<file path="config.mk">
export PLATFORM = sky130hd
export DESIGN_NAME = board_io_arbiter
export DESIGN_NICKNAME = d
export VERILOG_FILES = /design/src/rtl/board_io_arbiter.sv
export SDC_FILE = /design/constraint.sdc
export NUM_CORES = 1
export LEC_CHECK = 0
export ABC_AREA = 1
export BUFFER_PORTS_ARGS = -buffer_cell sky130_fd_sc_hd__buf_2
export CAP_MARGIN = 25
export CORE_ASPECT_RATIO = 0.8
export CORE_UTILIZATION = 52
export DETAILED_ROUTE_END_ITERATION = 8
export PLACE_DENSITY_LB_ADDON = 0.08
export SETUP_SLACK_MARGIN = 0.4
export SLEW_MARGIN = 20
export SYNTH_ARGS = -nofsm -noshare
export SYNTH_HDL_FRONTEND = slang
export SYNTH_SLANG_ARGS = --single-unit
</file>
<file path="constraint.sdc">
create_clock -name clk_clk -period 2.4 [get_ports clk_clk]
set_clock_uncertainty 0.15 [all_clocks]
set_input_delay 0.48 -clock clk_clk [delete_from_list [all_inputs] [get_ports clk_clk]]
set_output_delay 0.48 -clock clk_clk [all_outputs]
set_load 0.02 [all_outputs]
</file>
<file path="src/rtl/board_io_arbiter.sv">
// board_io_arbiter
//   Shares the four board output banks between a host write port and a local
//   switch-driven view. A debounced press on button 0 hands the outputs to the
//   local view. A second press, or an inactivity timeout, hands them back. On
//   hand-back the outputs are restored from shadow copies of the host writes.
//
// Ports
//   clk_clk        : single clock, rising edge
//   reset_reset_n  : asynchronous active-low reset
//   host_wr_valid  : host write request
//   host_wr_ready  : write accepted this cycle when valid & ready
//   host_wr_sel    : target select, 0 display_right, 1 display_left,
//                    2 leds_red, 3 leds_green
//   host_wr_data   : write data
//   push_buttons   : raw buttons; only bit 0 (active-low) is used
//   inport         : raw 16-bit switch bank
//   display_right, display_left, leds_red, leds_green : registered outputs
//   owner          : 0 = host owns the outputs, 1 = local view owns them
//
// state   | meaning
// HOST    | outputs follow host writes, ready high
// LOCAL   | outputs show the switch view, host writes go to the shadows only
// RETURN  | one cycle: outputs reload from the shadows, ready low

module board_io_arbiter #(
    parameter int DEBOUNCE_CYCLES = 1000000,
    parameter int HOLD_CYCLES     = 50000000
) (
    input  logic        clk_clk,
    input  logic        reset_reset_n,
    input  logic        host_wr_valid,
    output logic        host_wr_ready,
    input  logic [1:0]  host_wr_sel,
    input  logic [31:0] host_wr_data,
    input  logic [31:0] push_buttons,
    input  logic [15:0] inport,
    output logic [31:0] display_right,
    output logic [31:0] display_left,
    output logic [31:0] leds_red,
    output logic [31:0] leds_green,
    output logic        owner
);

    typedef enum logic [1:0] {ST_HOST, ST_LOCAL, ST_RETURN} state_t;

    localparam int DB_W = $clog2(DEBOUNCE_CYCLES);
    localparam int IDLE_W = $clog2(HOLD_CYCLES);
    localparam logic [DB_W-1:0]   DB_LAST   = DB_W'(DEBOUNCE_CYCLES - 1);
    localparam logic [IDLE_W-1:0] IDLE_LAST = IDLE_W'(HOLD_CYCLES - 1);

    state_t             state, state_next;
    logic               btn_meta, btn_sync, btn_deb, press;
    logic [15:0]        inport_meta, inport_sync;
    logic [DB_W-1:0]    db_cnt;
    logic [IDLE_W-1:0]  idle_cnt;
    logic               ready_en;
    logic               accept;
    logic [31:0]        shadow [4];
    logic [31:0]        out_q  [4];

    wire unused_buttons = ^push_buttons[31:1];

    // Button sync flops reset to 1 so a released button is the idle level.
    always_ff @(posedge clk_clk or negedge reset_reset_n) begin
        if (!reset_reset_n) begin
            btn_meta    <= 1'b1;
            btn_sync    <= 1'b1;
            inport_meta <= '0;
            inport_sync <= '0;
        end else begin
            btn_meta    <= push_buttons[0];
            btn_sync    <= btn_meta;
            inport_meta <= inport;
            inport_sync <= inport_meta;
        end
    end

    // The counter runs only while the synchronized level differs from the
    // debounced one; a bounce back to the debounced level restarts it.
    always_ff @(posedge clk_clk or negedge reset_reset_n) begin
        if (!reset_reset_n) begin
            btn_deb <= 1'b1;
            db_cnt  <= '0;
            press   <= 1'b0;
        end else begin
            press <= 1'b0;
            if (btn_sync == btn_deb) begin
                db_cnt <= '0;
            end else if (db_cnt == DB_LAST) begin
                btn_deb <= btn_sync;
                db_cnt  <= '0;
                press   <= ~btn_sync;
            end else begin
                db_cnt <= db_cnt + DB_W'(1);
            end
        end
    end

    always_ff @(posedge clk_clk or negedge reset_reset_n) begin
        if (!reset_reset_n) begin
            state    <= ST_HOST;
            ready_en <= 1'b0;
        end else begin
            state    <= state_next;
            ready_en <= 1'b1;
        end
    end

    always_comb begin
        state_next = state;
        case (state)
            ST_HOST:   if (press) state_next = ST_LOCAL;
            ST_LOCAL:  if (press || idle_cnt == IDLE_LAST) state_next = ST_RETURN;
            ST_RETURN: state_next = ST_HOST;
            default:   state_next = ST_HOST;
        endcase
    end

    assign host_wr_ready = ready_en & (state != ST_RETURN);
    assign accept        = host_wr_valid & host_wr_ready;
    assign owner         = (state == ST_LOCAL);

    // Held at zero outside LOCAL, so entering LOCAL always starts from zero.
    always_ff @(posedge clk_clk or negedge reset_reset_n) begin
        if (!reset_reset_n) begin
            idle_cnt <= '0;
        end else if (state != ST_LOCAL || press) begin
            idle_cnt <= '0;
        end else if (idle_cnt != IDLE_LAST) begin
            idle_cnt <= idle_cnt + IDLE_W'(1);
        end
    end

    always_ff @(posedge clk_clk or negedge reset_reset_n) begin
        if (!reset_reset_n) begin
            for (int i = 0; i < 4; i++) shadow[i] <= '0;
        end else if (accept) begin
            shadow[host_wr_sel] <= host_wr_data;
        end
    end

    // Outputs are loaded from the state being left: HOST tracks writes,
    // LOCAL tracks the switches, RETURN restores the shadows.
    always_ff @(posedge clk_clk or negedge reset_reset_n) begin
        if (!reset_reset_n) begin
            for (int i = 0; i < 4; i++) out_q[i] <= '0;
        end else begin
            case (state)
                ST_HOST: begin
                    if (state_next == ST_LOCAL) begin
                        out_q[0] <= {16'h0, inport_sync};
                        out_q[1] <= 32'h0;
                        out_q[2] <= {16'h0, inport_sync};
                        out_q[3] <= 32'h1;
                    end else if (accept) begin
                        out_q[host_wr_sel] <= host_wr_data;
                    end
                end
                ST_LOCAL: begin
                    out_q[0] <= {16'h0, inport_sync};
                    out_q[1] <= 32'h0;
                    out_q[2] <= {16'h0, inport_sync};
                    out_q[3] <= 32'h1;
                end
                ST_RETURN: begin
                    for (int i = 0; i < 4; i++) out_q[i] <= shadow[i];
                end
                default: ;
            endcase
        end
    end

    assign display_right = out_q[0];
    assign display_left  = out_q[1];
    assign leds_red      = out_q[2];
    assign leds_green    = out_q[3];

endmodule
</file>
### Word-level counts from Yosys, hierarchy flattened

Index checks and enable logic that the tools add are counted.

| storage, ports and cells | value |
|---|---|
| output and inout bits | 130 |
| register bits | 341 |

| cells by class | value |
|---|---|
| mux-type cells | 16 |
| bitwise logic cells | 5 |
| equal/unequal tests | 10 |
| reduce and logical (&&, ||, !) cells | 8 |
| order comparisons | 2 |
| $add $sub $neg | 2 |

Operators with widths:

| operator | count |
|---|---|
| one-hot mux 128 bit (3 select lines) | 1 |
| bitwise mux 128 bit | 2 |
| 2-to-1 mux 128 bit | 2 |
| demux 32 bit (select 2 bit) | 1 |
| 2-to-1 mux 26 bit | 2 |
| 2-to-1 mux 20 bit | 2 |
| 2-to-1 mux 32 bit | 1 |
| adder 26 x 1 -> 26 bit, second input constant | 1 |
| equality test 26 bit, second input constant | 1 |
| != test 26 bit, second input constant | 1 |
| adder 20 x 1 -> 20 bit, second input constant | 1 |
| equality test 20 bit, second input constant | 1 |
| equality test 2 x 1 -> 1 bit, second input constant | 2 |
| 2-to-1 mux 2 bit | 2 |
| one-hot mux 2 bit (2 select lines) | 1 |
| AND reduction 2 bit | 2 |
| greater-or-equal comparator 3 bit, second input constant | 1 |
| less-than comparator 3 x 1 -> 1 bit, second input constant | 1 |
| != test 3 bit, second input constant | 1 |
| NOT 2 -> 3 bit | 1 |
| nonzero test 3 bit | 1 |
| AND 1 bit | 2 |
| equality test 2 bit, second input constant | 1 |
| zero test 2 bit | 1 |
| other kinds (8) | 11 |

### Logic depth before layout (Yosys ltp)

Gate-level depths: netlist of the first run.

| logic depth | value |
|---|---|
| depth after elaboration | 9 |
| depth in mapped cells | 17 |
| gate-level depth less buffers | 14 |

### Least setup slack after synthesis of the first run

No wires, ideal clock.

| timing | value |
|---|---|
| path kind | register to register |
| from | reg state[1] |
| to | reg out_q (netlist bit display_right[28]) |
| cell stages (with the launch flop) | 14 |
| path buffers | 2 |
| period minus slack after synthesis | 2.465 ns |
| required time | 2.134 ns |
| setup slack | -0.065 ns |
| arrival time | 2.198 ns |
| cells stage by stage | dfrtp_1 > inv_1 > ha_1 > buf_2 > inv_1 > nor2_4 > nand3_2 > nand2_4 > nand2_8 > a21oi_4 > nand2_4 > buf_6 > nand2_1 > nand2_1 |

| on the way | value |
|---|---|
| longest elaborated chain between the ends | 5 |
| elaborated cells between the ends (all ways) | 15 |

RTL lines:

| what | RTL line | text |
|---|---|---|
| start, declared | 51 | `state_t state, state_next;` |
| start signal, assigned | 104 | `state <= state_next;` |
| equality test 2 x 1 -> 1 bit (*) | -- |  |
| named net owner | 41 | `output logic owner` |
| one-hot mux 2 bit (2 select lines) | 111 | `case (state)` |
| equality test 2 x 1 -> 1 bit | 150 | `if (state_next == ST_LOCAL) begin` |
| 2-to-1 mux 128 bit or != test 3 bit (tied branches) | -- |  |
| one-hot mux 128 bit (3 select lines) or AND reduction 2 bit (tied branches) | -- |  |
| end signal, assigned by index | 156 | `out_q[host_wr_sel] <= host_wr_data;` |
| end, declared | 59 | `logic [31:0] out_q [4];` |

The timed path passes the listed nets; every way through them passes the cells marked *.
A chain may end at the register's enable or synchronous reset.

### Worst setup path in the final report of the first run

| timing | value |
|---|---|
| from | reg idle_cnt[1] |
| to | reg out_q (netlist bit display_right[3]) |

| on the way | value |
|---|---|
| longest elaborated chain between the ends | 7 |
| elaborated cells between the ends (all ways) | 9 |

RTL lines:

| what | RTL line | text |
|---|---|---|
| start, declared | 55 | `logic [IDLE_W-1:0] idle_cnt;` |
| start signal, assigned | 130 | `idle_cnt <= idle_cnt + IDLE_W'(1);` |
| equality test 26 bit (*) | 113 | `ST_LOCAL: if (press \|\| idle_cnt == IDLE_LAST) state_next = ST_RETURN;` |
| logical OR 1 bit (*) | 113 |  |
| 2-to-1 mux 2 bit (*) | 113 |  |
| one-hot mux 2 bit (2 select lines) (*) | 111 |  |
| equality test 2 x 1 -> 1 bit (*) | 150 |  |
| 2-to-1 mux 128 bit or != test 3 bit (tied branches) | -- |  |
| one-hot mux 128 bit (3 select lines) or AND reduction 2 bit (tied branches) | -- |  |

Mark *: on every way between the ends. The rest lies on a longest branch, timed or not.

==> results of run 1 <==
-- timing repair --
| action | CTS | global route |
|---|---|---|
| endpoints found under the setup margin | 245 | 261 |
| resized for setup | 110 | 200 |
| cloned | 13 | 19 |
| setup buffers | 29 | 26 |
| endpoints found under the hold margin | 50 | 0 |
| hold buffers | 18 | 0 |
| pin swaps | 19 | 47 |
-- path summary, 6_finish.rpt --
kind / from / to / slack (ns) / cells past startpoint
min in group asynchronous: reset_reset_n / leds_green[7]$_DFFE_PN0P_ / 0.31 / 2
worst min register to register: inport_meta[14]$_DFF_PN0_ / inport_sync[14]$_DFF_PN0_ / 0.20 / 0
max in group asynchronous: reset_reset_n / leds_green[19]$_DFFE_PN0P_ / 1.05 / 3
worst max-delay path: idle_cnt[1]$_DFFE_PN0P_ / display_right[3]$_DFFE_PN0P_ / 0.01 / 16
worst max register to register: idle_cnt[1]$_DFFE_PN0P_ / display_right[3]$_DFFE_PN0P_ / 0.01 / 16
worst min-delay path: host_wr_data[12] / shadow[76]$_DFFE_PN0P_ / 0.09 / 2
-- power by group --
group / total [mW] / switching (mW) / internal [mW]
clock network: 5.60 / 2.34 / 3.26
logic: 2.26 / 1.26 / 1.00
registers: 6.94 / 0.459 / 6.49
-- layout make-up --
| class | count | area share |
|---|---|---|
| Antenna cell | 3 | 0.000350 |
| Clock buffer | 47 | 0.0481 |
| Clock inverter | 15 | 0.00647 |
| Inverter | 100 | 0.0179 |
| Multi-Input combinational cell | 1354 | 0.352 |
| Sequential cell | 341 | 0.398 |
| Tap cell | 413 | 0.0241 |
| Timing Repair Buffer | 351 | 0.153 |
-- per-stage QoR --
step            util  total power, mW  instance area (sq um)  hold WS, ns  std cells
2_1_floorplan      -             8.02                  16100       0.0344       1887
3_3_place_gp   0.584             8.74                  17700        0.183       2454
3_5_place_dp   0.584             8.82                  17700        0.185       2454
4_1_cts        0.662             14.6                  20100       0.0662       2576
5_1_grt        0.708             15.4                  21500       0.0898       2623
6_report       0.708             14.8                  21500       0.0867       2624
-- cell usage in the layout (no fill, tap or decap), drive strengths merged, types with 3 or more instances in the layout --
cell type and instances:
xor2 10, ha 6, nor2 198, a21oi 103, nand4 25, nor3b 3, o21ai 82, clkinvlp 5
nand2 653, dfrtp 338, buf 316, inv 98, nor4 3, mux2 81, dfstp 3, diode 3
nor3 25, clkbuf 64, dlygate4sd3 18, nand3 156, clkinv 10
-- registers in the layout, indices dropped and copies added (netlist names) --
register,flops
leds_green,32
idle_cnt,26
state,2
display_right,32
display_left,32
btn_sync,1
press,1
inport_meta,16
btn_meta,1
db_cnt,20
inport_sync,16
ready_en,1
leds_red,32
btn_deb,1
shadow,128
-- layer usage --
| layer | wire, microns | vias to the layer above | share of wire |
|---|---|---|---|
| met3 | 5200 | 127 | 0.099 |
| li1 | - | 6703 | - |
| met5 | 0 | - | 0 |
| met4 | 1600 | 0 | 0.030 |
| met1 | 22700 | 7220 | 0.43 |
| met2 | 23300 | 757 | 0.44 |
-- cell families (layout without fill, tap and decap cells) --
kind of cell	count (synthesis)	count (layout)	synth area share
multiplexers	81	81	0.0569
other	1	4	0.000234
AND/OR/NAND/NOR	1056	1063	0.276
buffers and inverters	199	513	0.0611
AO/OA/AOI/OAI	191	191	0.0613
adder cells (fa/ha/maj)	6	6	0.00469
flip-flops	341	341	0.533
XOR/XNOR	12	12	0.00656
==> impl_metrics.py, run 1 <==
metrics = {
    "status": {
        "status": "finished clean",
    },
    "cells_and_area": {
        "num-fill-cells": 2271,
        "area_delta_synth_final_pct": 34.1,
        "seqCellArea_sq_um": 8540,
        "nets": 2276,
        "multiInputGateArea_sq_um": 7570,
        "drive_gt1_frac": 0.309,
    },
    "setup_path": {
        "cp.required_ns": 2.72,
        "cp.arrival_ns": 2.70,
        "path_class": "reg -> reg",
        "crit_family": "simple AND/OR/NAND/NOR gates",
        "critPathLaunchType": "flip-flop",
        "endpoint_kind": "flip-flop",
        "cp_cell_sequence": "ha_2, nand2_2, nor2_4, nand2_2, nor2_4, nand2_4, nand3_4, nand2_4, nand2_8, buf_12, nand2_8, nor2_4, nor2_4, buf_8, nand2_2, nand2_1",
        "max_stage_delay_ns": 0.40,
        "critPathSlowestCell": "dfrtp_1",
        "worst-path-buf-inv": 2,
        "crit_path_max_fanout": 8,
        "path_common_cell": "nor2_4",
    },
    "power": {
        "pwr_density_cell_nw_per_um2": 689,
        "p_leak_nw": 10.6,
        "irDropWorstVdd_v": 0.000618,
    },
    "drt": {
        "viasPerCell": 5.64,
        "drt-total-wl_microns": 52700,
        "antenna_left": 0,
        "num_vias": 14800,
        "drcViolationCount": 0,
        "drt-wirelength-per-cell_microns": 20.1,
        "firstDrtPassIters": 5,
        "drtIter0Drc": 1363,
    },
    "synth": {
        "syn_area_sq_um": 16000,
        "synth_edf_count": 0,
        "yosysSeqAreaShare": 0.533,
        "yosysWarnings": 0,
        "synth_nets": 1978,
        "synth_common_cells": "nand2_1 (633), dfrtp_1 (338), nor2_1 (188)",
        "synth_ff_type": "dfrtp_1",
        "ys_async_sr_fraction": 1.00,
        "synth_cells": 1887,
        "yosys.area.top_type": "dfrtp_1",
        "synth_cell_types": 35,
        "ys_ff_latch": 341,
        "synth_area_leaders": "dfrtp_1 (53%), nand2_1 (15%), mux2_2 (5.7%), nand3_1 (4.8%), nor2_1 (4.4%)",
        "synth.most_common_cell": "nand2_1",
        "syn_area_per_cell_sq_um": 8.49,
        "synth_top_cell_area_share": 0.528,
    },
    "global_route": {
        "busiest_layer": "met1",
        "grtUsageMet3": 0.0659,
        "first_global_vias": 13900,
        "gr-usage-met1": 0.469,
        "grt_usage": 0.316,
        "grt_first_pass_wirelength_microns": 77100,
        "antenna_found_initial": 3,
        "met2_usage": 0.464,
        "overflow": 0,
        "grt_max_degree": 67,
    },
    "sta": {
        "final_max_slew_viol_count": 0,
        "fin_ws_ns": 0.0122,
        "min_period_ns": 2.39,
        "rsz0062_at_grt": "true",
        "finalSetupViolCount": 0,
        "finalHoldViolations": 0,
        "fmax_mhz": 419,
        "final.period_utilization": 0.995,
        "fin_tns_setup_ns": 0,
    },
    "cts": {
        "cts_tree": "built",
        "clockBufferDepth": 3,
        "clkTransAtPathRegs_ns": 0.06,
        "cts_root_buf": "clkbuf_16",
        "cts_buffers": 37,
        "clock_latency_ns": 0.52,
        "cts.sinks": 341,
        "htree_levels": 2,
    },
    "floorplan": {
        "start_util": 0.528,
        "coreArea_sq_um": 30300,
        "die_w_microns": 198,
        "rows": 57,
        "io_pins": 215,
        "fp.dieH_microns": 159,
        "dieArea_sq_um": 31500,
    },
    "place": {
        "gp_congestion": 0.879,
        "hpwl_microns": 29700,
        "io_buffers": 183,
        "post-place-ws_ns": -0.132,
    },
    "job": {
        "max_cap_violations": 0,
    },
    "worst_hold_path": {
        "hp-class": "in -> reg",
    },
}
Power figures use the tool's default switching activity.
==> inputs of run 2 (changes only) <==
- ABC_AREA: 1 -> 0
- CORE_UTILIZATION: 52 -> 54
- CTS_BUF_LIST: unset -> sky130_fd_sc_hd__clkbuf_2
- CTS_CLUSTER_DIAMETER: unset -> 80
==> run 2 against run 1 <==
Against the previous run: the run now ends with negative setup slack left; worst setup slack lost 0.54 ns; synthesized cell count shrank 28%; clock power shrank 27%; utilization grew 18 points; via count grew 9.5%; critical path type unchanged; critical endpoint is now display_right[14]$_DFFE_PN0P_.
==> impl_metrics.py, run 2 <==
metrics = {
    "status": {
        "status": "complete, but fails checks",
        "violations": "negative setup slack",
    },
    "synth": {
        "synth_cells": 1363,
        "ys_ff_latch": 341,
        "synth_area_leaders": "dfrtp_1 (55%), mux2_2 (9.5%), a32oi_1 (3.6%), and3_1 (2.8%), nor2_1 (2.7%)",
        "synth_cell_types": 54,
        "yosysSeqAreaShare": 0.555,
        "yosysWarnings": 0,
        "ys_async_sr_fraction": 1.00,
        "synth_ff_type": "dfrtp_1",
        "synth_top_cell_area_share": 0.550,
        "syn_area_sq_um": 15400,
        "synth_nets": 1454,
        "synth.most_common_cell": "dfrtp_1",
        "syn_area_per_cell_sq_um": 11.3,
        "yosys.area.top_type": "dfrtp_1",
        "synth_common_cells": "dfrtp_1 (338), mux2_2 (129), nor2_1 (112)",
        "synth_edf_count": 0,
    },
    "cts": {
        "htree_levels": 3,
        "clkTransAtPathRegs_ns": 0.11,
        "clockBufferDepth": 3,
        "clock_latency_ns": 0.97,
        "cts.sinks": 341,
        "cts_tree": "built",
        "cts_buffers": 86,
        "cts_root_buf": "clkbuf_2",
    },
    "global_route": {
        "antenna_found_initial": 4,
        "grt_first_pass_wirelength_microns": 86500,
        "grt_usage": 0.387,
        "overflow": 0,
        "grt_max_degree": 67,
        "first_global_vias": 15000,
    },
    "drt": {
        "viasPerCell": 6.97,
        "drcViolationCount": 0,
        "drt-total-wl_microns": 69500,
        "drt-wirelength-per-cell_microns": 29.9,
        "firstDrtPassIters": 7,
        "drtIter0Drc": 2321,
        "num_vias": 16200,
        "antenna_left": 0,
    },
    "floorplan": {
        "fp.dieH_microns": 153,
        "dieArea_sq_um": 29100,
        "io_pins": 215,
        "start_util": 0.556,
        "coreArea_sq_um": 27600,
        "die_w_microns": 191,
        "rows": 54,
    },
    "cells_and_area": {
        "nets": 1999,
        "area_delta_synth_final_pct": 59.4,
        "finalInstanceArea_sq_um": 24500,
        "layout_common_cells": "dfrtp_1 (335), buf_6 (180), buf_4 (150)",
        "final_common_cell": "dfrtp_1",
        "largest_register_ffs": 128,
        "top_register": "shadow",
        "drive_gt1_frac": 0.499,
    },
    "power": {
        "p_seq_frac": 0.473,
        "power_switching_mw": 5.36,
        "irDropWorstVdd_v": 0.000441,
        "clockPowerShare": 0.259,
        "combPwrFrac": 0.267,
        "finalPower_mw": 15.8,
        "pwr_density_cell_nw_per_um2": 643,
        "switching_share": 0.340,
        "power.internal_mw": 10.4,
        "p_leak_nw": 11.1,
    },
    "place": {
        "place_area_sq_um": 17500,
        "io_buffers": 183,
        "hpwl_microns": 26500,
        "gp_congestion": 0.830,
    },
    "setup_path": {
        "path_class": "reg -> reg",
        "rrSetupSlack_ns": -0.53,
        "endpoint_kind": "flip-flop",
        "cp.arrival_ns": 3.64,
        "critPathLaunchType": "flip-flop",
        "cp.required_ns": 3.11,
        "crit_path_max_fanout": 8,
    },
    "sta": {
        "whs_ns": 0.203,
        "tightest_slew_ns": 0.840,
        "rsz0062_at_grt": "true",
        "max-slew-margin-rel": 0.438,
        "fin_ws_ns": -0.530,
        "min_period_ns": 2.93,
        "finalSetupViolCount": 258,
        "final_max_slew_viol_count": 0,
        "final.period_utilization": 1.22,
        "fmax_mhz": 341,
        "finalHoldViolations": 0,
    },
    "worst_hold_path": {
        "hp-class": "reg -> reg",
    },
    "job": {
        "max_cap_violations": 0,
    },
}
-- run 2: cell types whose count changed after synthesis, sizes merged, moves of 32 or more --
cell / delta
mux2: +48
clkbuf: +47
o32a: +63
nor2: -85
a221oi: +32
a32oi: +64
nand3: -138
and3: +69
o21ai: -55
o22ai: +64
nand2: -596
-- run 2: metrics by stage --
stage / utilization / std cells / setup WS (ns) / TNS (ns)
after floorplan: - / 1363 / -0.0229 / -0.720
after global routing: 0.887 / 2326 / -0.527 / -60.84
after global placement: 0.632 / 1884 / -0.119 / -6.48
final: 0.887 / 2326 / -0.530 / -60.04
after detailed placement: 0.632 / 1884 / -0.220 / -11.00
after CTS: 0.804 / 2232 / -0.180 / -6.99
-- run 2: worst max-delay path, stage by stage, from the launching register on --
cell      delay, ns
dfrtp_2        0.48
inv_4          0.11
ha_4           0.16
buf_6          0.12
nand2b_1       0.12
a22oi_2        0.30
buf_4          0.20
nor2_4         0.05
buf_6          0.12
a221o_4        0.52
buf_12         0.16
buf_16         0.14
a32oi_1        0.22
-- run 2: final timing paths --
check | startpoint | depth (start not counted) | endpoint
hold / removal | inport_meta[3]$_DFF_PN0_ | 0 | inport_sync[3]$_DFF_PN0_
setup / recovery | state[1]$_DFF_PN0_ | 12 | display_right[14]$_DFFE_PN0P_
min in group asynchronous | reset_reset_n | 4 | display_right[21]$_DFFE_PN0P_
max in group asynchronous | reset_reset_n | 4 | btn_meta$_DFF_PN1_
setup reg to reg | state[1]$_DFF_PN0_ | 12 | display_right[14]$_DFFE_PN0P_
hold reg to reg | inport_meta[3]$_DFF_PN0_ | 0 | inport_sync[3]$_DFF_PN0_
-- run 2: per-layer routing --
layer  routed length, microns  GRT usage  vias to the layer above
li1                         -          -                     6188
met1                    24000      0.521                     7903
met2                    30700      0.587                     1596
met3                     9090     0.0928                      529
met4                     5670      0.190                        4
met5                       22          0                        -
-- run 2: kinds of logic after synthesis --
family	share of synthesized area
buffers and inverters	0.0519
XOR/XNOR	0.0205
other	0.000244
AO/OA/AOI/OAI	0.170
adder cells (fa/ha/maj)	0.00488
AND/OR/NAND/NOR	0.102
multiplexers	0.0958
flip-flops	0.555
-- run 2: final cells by class --
cell class	count	area [sq um]
inverter	75	284
multi-input combinational	833	7880
clock inverter	8	33.8
clock buffer	133	666
fill	1003	3130
tap	364	455
antenna	1	2.50
sequential	341	8540
timing repair buffer	571	6640
-- run 2: power groups by stage --
stage	registers [mW]	clock network (mW)	logic, mW
2_1_floorplan	7.64	0	0.988
3_3_place_gp	7.22	0	2.39
3_5_place_dp	7.26	0	2.44
4_1_cts	7.19	3.85	3.19
5_1_grt	7.48	4.34	4.36
6_report	7.46	4.08	4.21
-- run 2: what timing repair did --
action / in CTS / in global routing
hold buffers: 71 / 0
hold endpoints to repair: 614 / 0
resized for setup: 382 / 315
pin swaps: 108 / 78
cloned: 41 / 12
buffers inserted: 95 / 81
endpoints found under the setup margin: 422 / 430
==> inputs of run 3 (changes only) <==
- CORE_UTILIZATION: 54 -> 60
- clock period: 2.4 -> 3.2 ns (I/O delays scaled with it)
==> run 3 against run 2 <==
Against the previous run: the run now ends clean; die area fell by 9.9%; final area is 26% lower; sequential cell count did not move; critical path depth down 7; utilization decreased by 17 points; via count shrank 23%; first-iteration DRC count is 53% lower; register-to-register slack better by 1.1 ns; combinational power is 56% lower; critical endpoint is now host_wr_ready.
==> impl_metrics.py, run 3 (synthesized netlist as in run 2, its figures left out) <==
metrics = {
    "global_route": {
        "overflow": 0,
        "grt_max_degree": 71,
        "first_global_vias": 12400,
        "antenna_found_initial": 1,
        "grt_usage": 0.323,
        "grt_first_pass_wirelength_microns": 67200,
    },
    "floorplan": {
        "fp.dieH_microns": 145,
        "dieArea_sq_um": 26300,
        "coreArea_sq_um": 25200,
        "io_pins": 215,
        "start_util": 0.609,
        "rows": 52,
        "die_w_microns": 181,
    },
    "setup_path": {
        "endpoint": "host_wr_ready",
        "cp.arrival_ns": 1.93,
        "endpoint_kind": "primary output",
        "cp.required_ns": 2.41,
        "critPathLaunchType": "flip-flop",
        "path_class": "reg -> out",
        "crit_path_max_fanout": 17,
        "startpoint": "state[0]$_DFF_PN0_",
        "rrSetupSlack_ns": 0.53,
        "r2r_start": "state[0]$_DFF_PN0_",
        "r2r_end": "display_right[26]$_DFFE_PN0P_",
        "rr_worst_depth": 7,
    },
    "sta": {
        "finalSetupViolCount": 0,
        "tightest_slew_ns": 0.992,
        "final.period_utilization": 0.851,
        "rsz0062_at_grt": "false",
        "max-slew-margin-rel": 0.337,
        "fin_tns_setup_ns": 0,
        "fin_ws_ns": 0.477,
        "final_max_slew_viol_count": 0,
        "finalHoldViolations": 0,
        "min_period_ns": 2.72,
        "fmax_mhz": 367,
        "whs_ns": 0.0745,
    },
    "cells_and_area": {
        "nets": 1702,
        "drive_gt1_frac": 0.330,
        "largest_register_ffs": 128,
        "area_delta_synth_final_pct": 17.3,
        "layout_common_cells": "dfrtp_1 (337), buf_2 (181), mux2_2 (129)",
        "final_core_util": 0.714,
        "top_register": "shadow",
        "final_common_cell": "dfrtp_1",
        "finalInstanceArea_sq_um": 18000,
        "finalNonFillerCells": 1984,
    },
    "place": {
        "place_inst": 1795,
        "io_buffers": 183,
        "hpwl_microns": 24700,
        "post-place-ws_ns": 0.396,
        "place_area_sq_um": 16700,
        "gp_congestion": 0.833,
    },
    "drt": {
        "drcViolationCount": 0,
        "drt-total-wl_microns": 42200,
        "antenna_left": 0,
        "num_vias": 12600,
        "viasPerCell": 6.33,
        "drt-wirelength-per-cell_microns": 21.3,
        "drtIter0Drc": 1092,
        "firstDrtPassIters": 5,
    },
    "cts": {
        "clockBufferDepth": 3,
        "cts.sinks": 341,
        "cts_tree": "built",
        "cts_buffers": 84,
        "cts_root_buf": "clkbuf_2",
        "clock_latency_ns": 0.89,
        "htree_levels": 3,
        "clkTransAtPathRegs_ns": 0.09,
    },
    "power": {
        "pwr_density_cell_nw_per_um2": 553,
        "irDropWorstVdd_v": 0.000334,
        "p_leak_nw": 8.12,
        "finalPower_mw": 9.97,
    },
    "worst_hold_path": {
        "hp-class": "in -> reg",
    },
    "job": {
        "max_cap_violations": 0,
    },
    "status": {
        "status": "finished clean",
    },
}
## run 3: where the power goes
| group | switching [mW] | internal [mW] |
|---|---|---|
| registers | 0.391 | 4.99 |
| logic | 1.04 | 0.803 |
| clock network | 1.71 | 1.04 |
## run 3: worst min path at each step
stage                                  start                        to  slack, ns  cells after the start
floorplan           inport_meta[0]$_DFF_PN0_  inport_sync[0]$_DFF_PN0_       0.18                      0
global placement    inport_meta[2]$_DFF_PN0_  inport_sync[2]$_DFF_PN0_       0.18                      0
detailed placement  inport_meta[4]$_DFF_PN0_  inport_sync[4]$_DFF_PN0_       0.18                      0
CTS                         host_wr_data[16]    shadow[16]$_DFFE_PN0P_       0.01                      2
global route                host_wr_data[16]    shadow[16]$_DFFE_PN0P_       0.02                      2
finish                      host_wr_data[16]    shadow[16]$_DFFE_PN0P_       0.07                      2
## run 3: worst max-delay path, stage by stage (launching register included)
cell and delay [ns]:
dfrtp_1 0.40, inv_1 0.12, ha_4 0.22, buf_12 0.18
nor2b_2 0.06, buf_4 0.15
## run 3: timing repair
action                                  4_1_cts  5_1_grt
gates cloned                                  1        1
buffers inserted                              1        2
resized for setup                             5        6
hold endpoints to repair                    340        0
endpoints found under the setup margin       28       65
pin swaps                                     0        2
hold buffers                                 49        0
## run 3: layout make-up
cell class              instances  area [sq um]
fillers                      1862          7210
clock buffers                 115           576
well taps                     324           405
inverters                      75           282
diodes                          1          2.50
multi-input cells             829          6190
flip-flops and latches        341          8540
repair buffers                280          1930
clock inverters                19           110
## run 3: per-layer routing
layer,GRT usage,vias up,part of all wire
met2,0.488,568,0.45
met1,0.472,6338,0.45
met5,0,-,0
met4,0.105,0,0.020
li1,-,5571,-
met3,0.0635,84,0.073
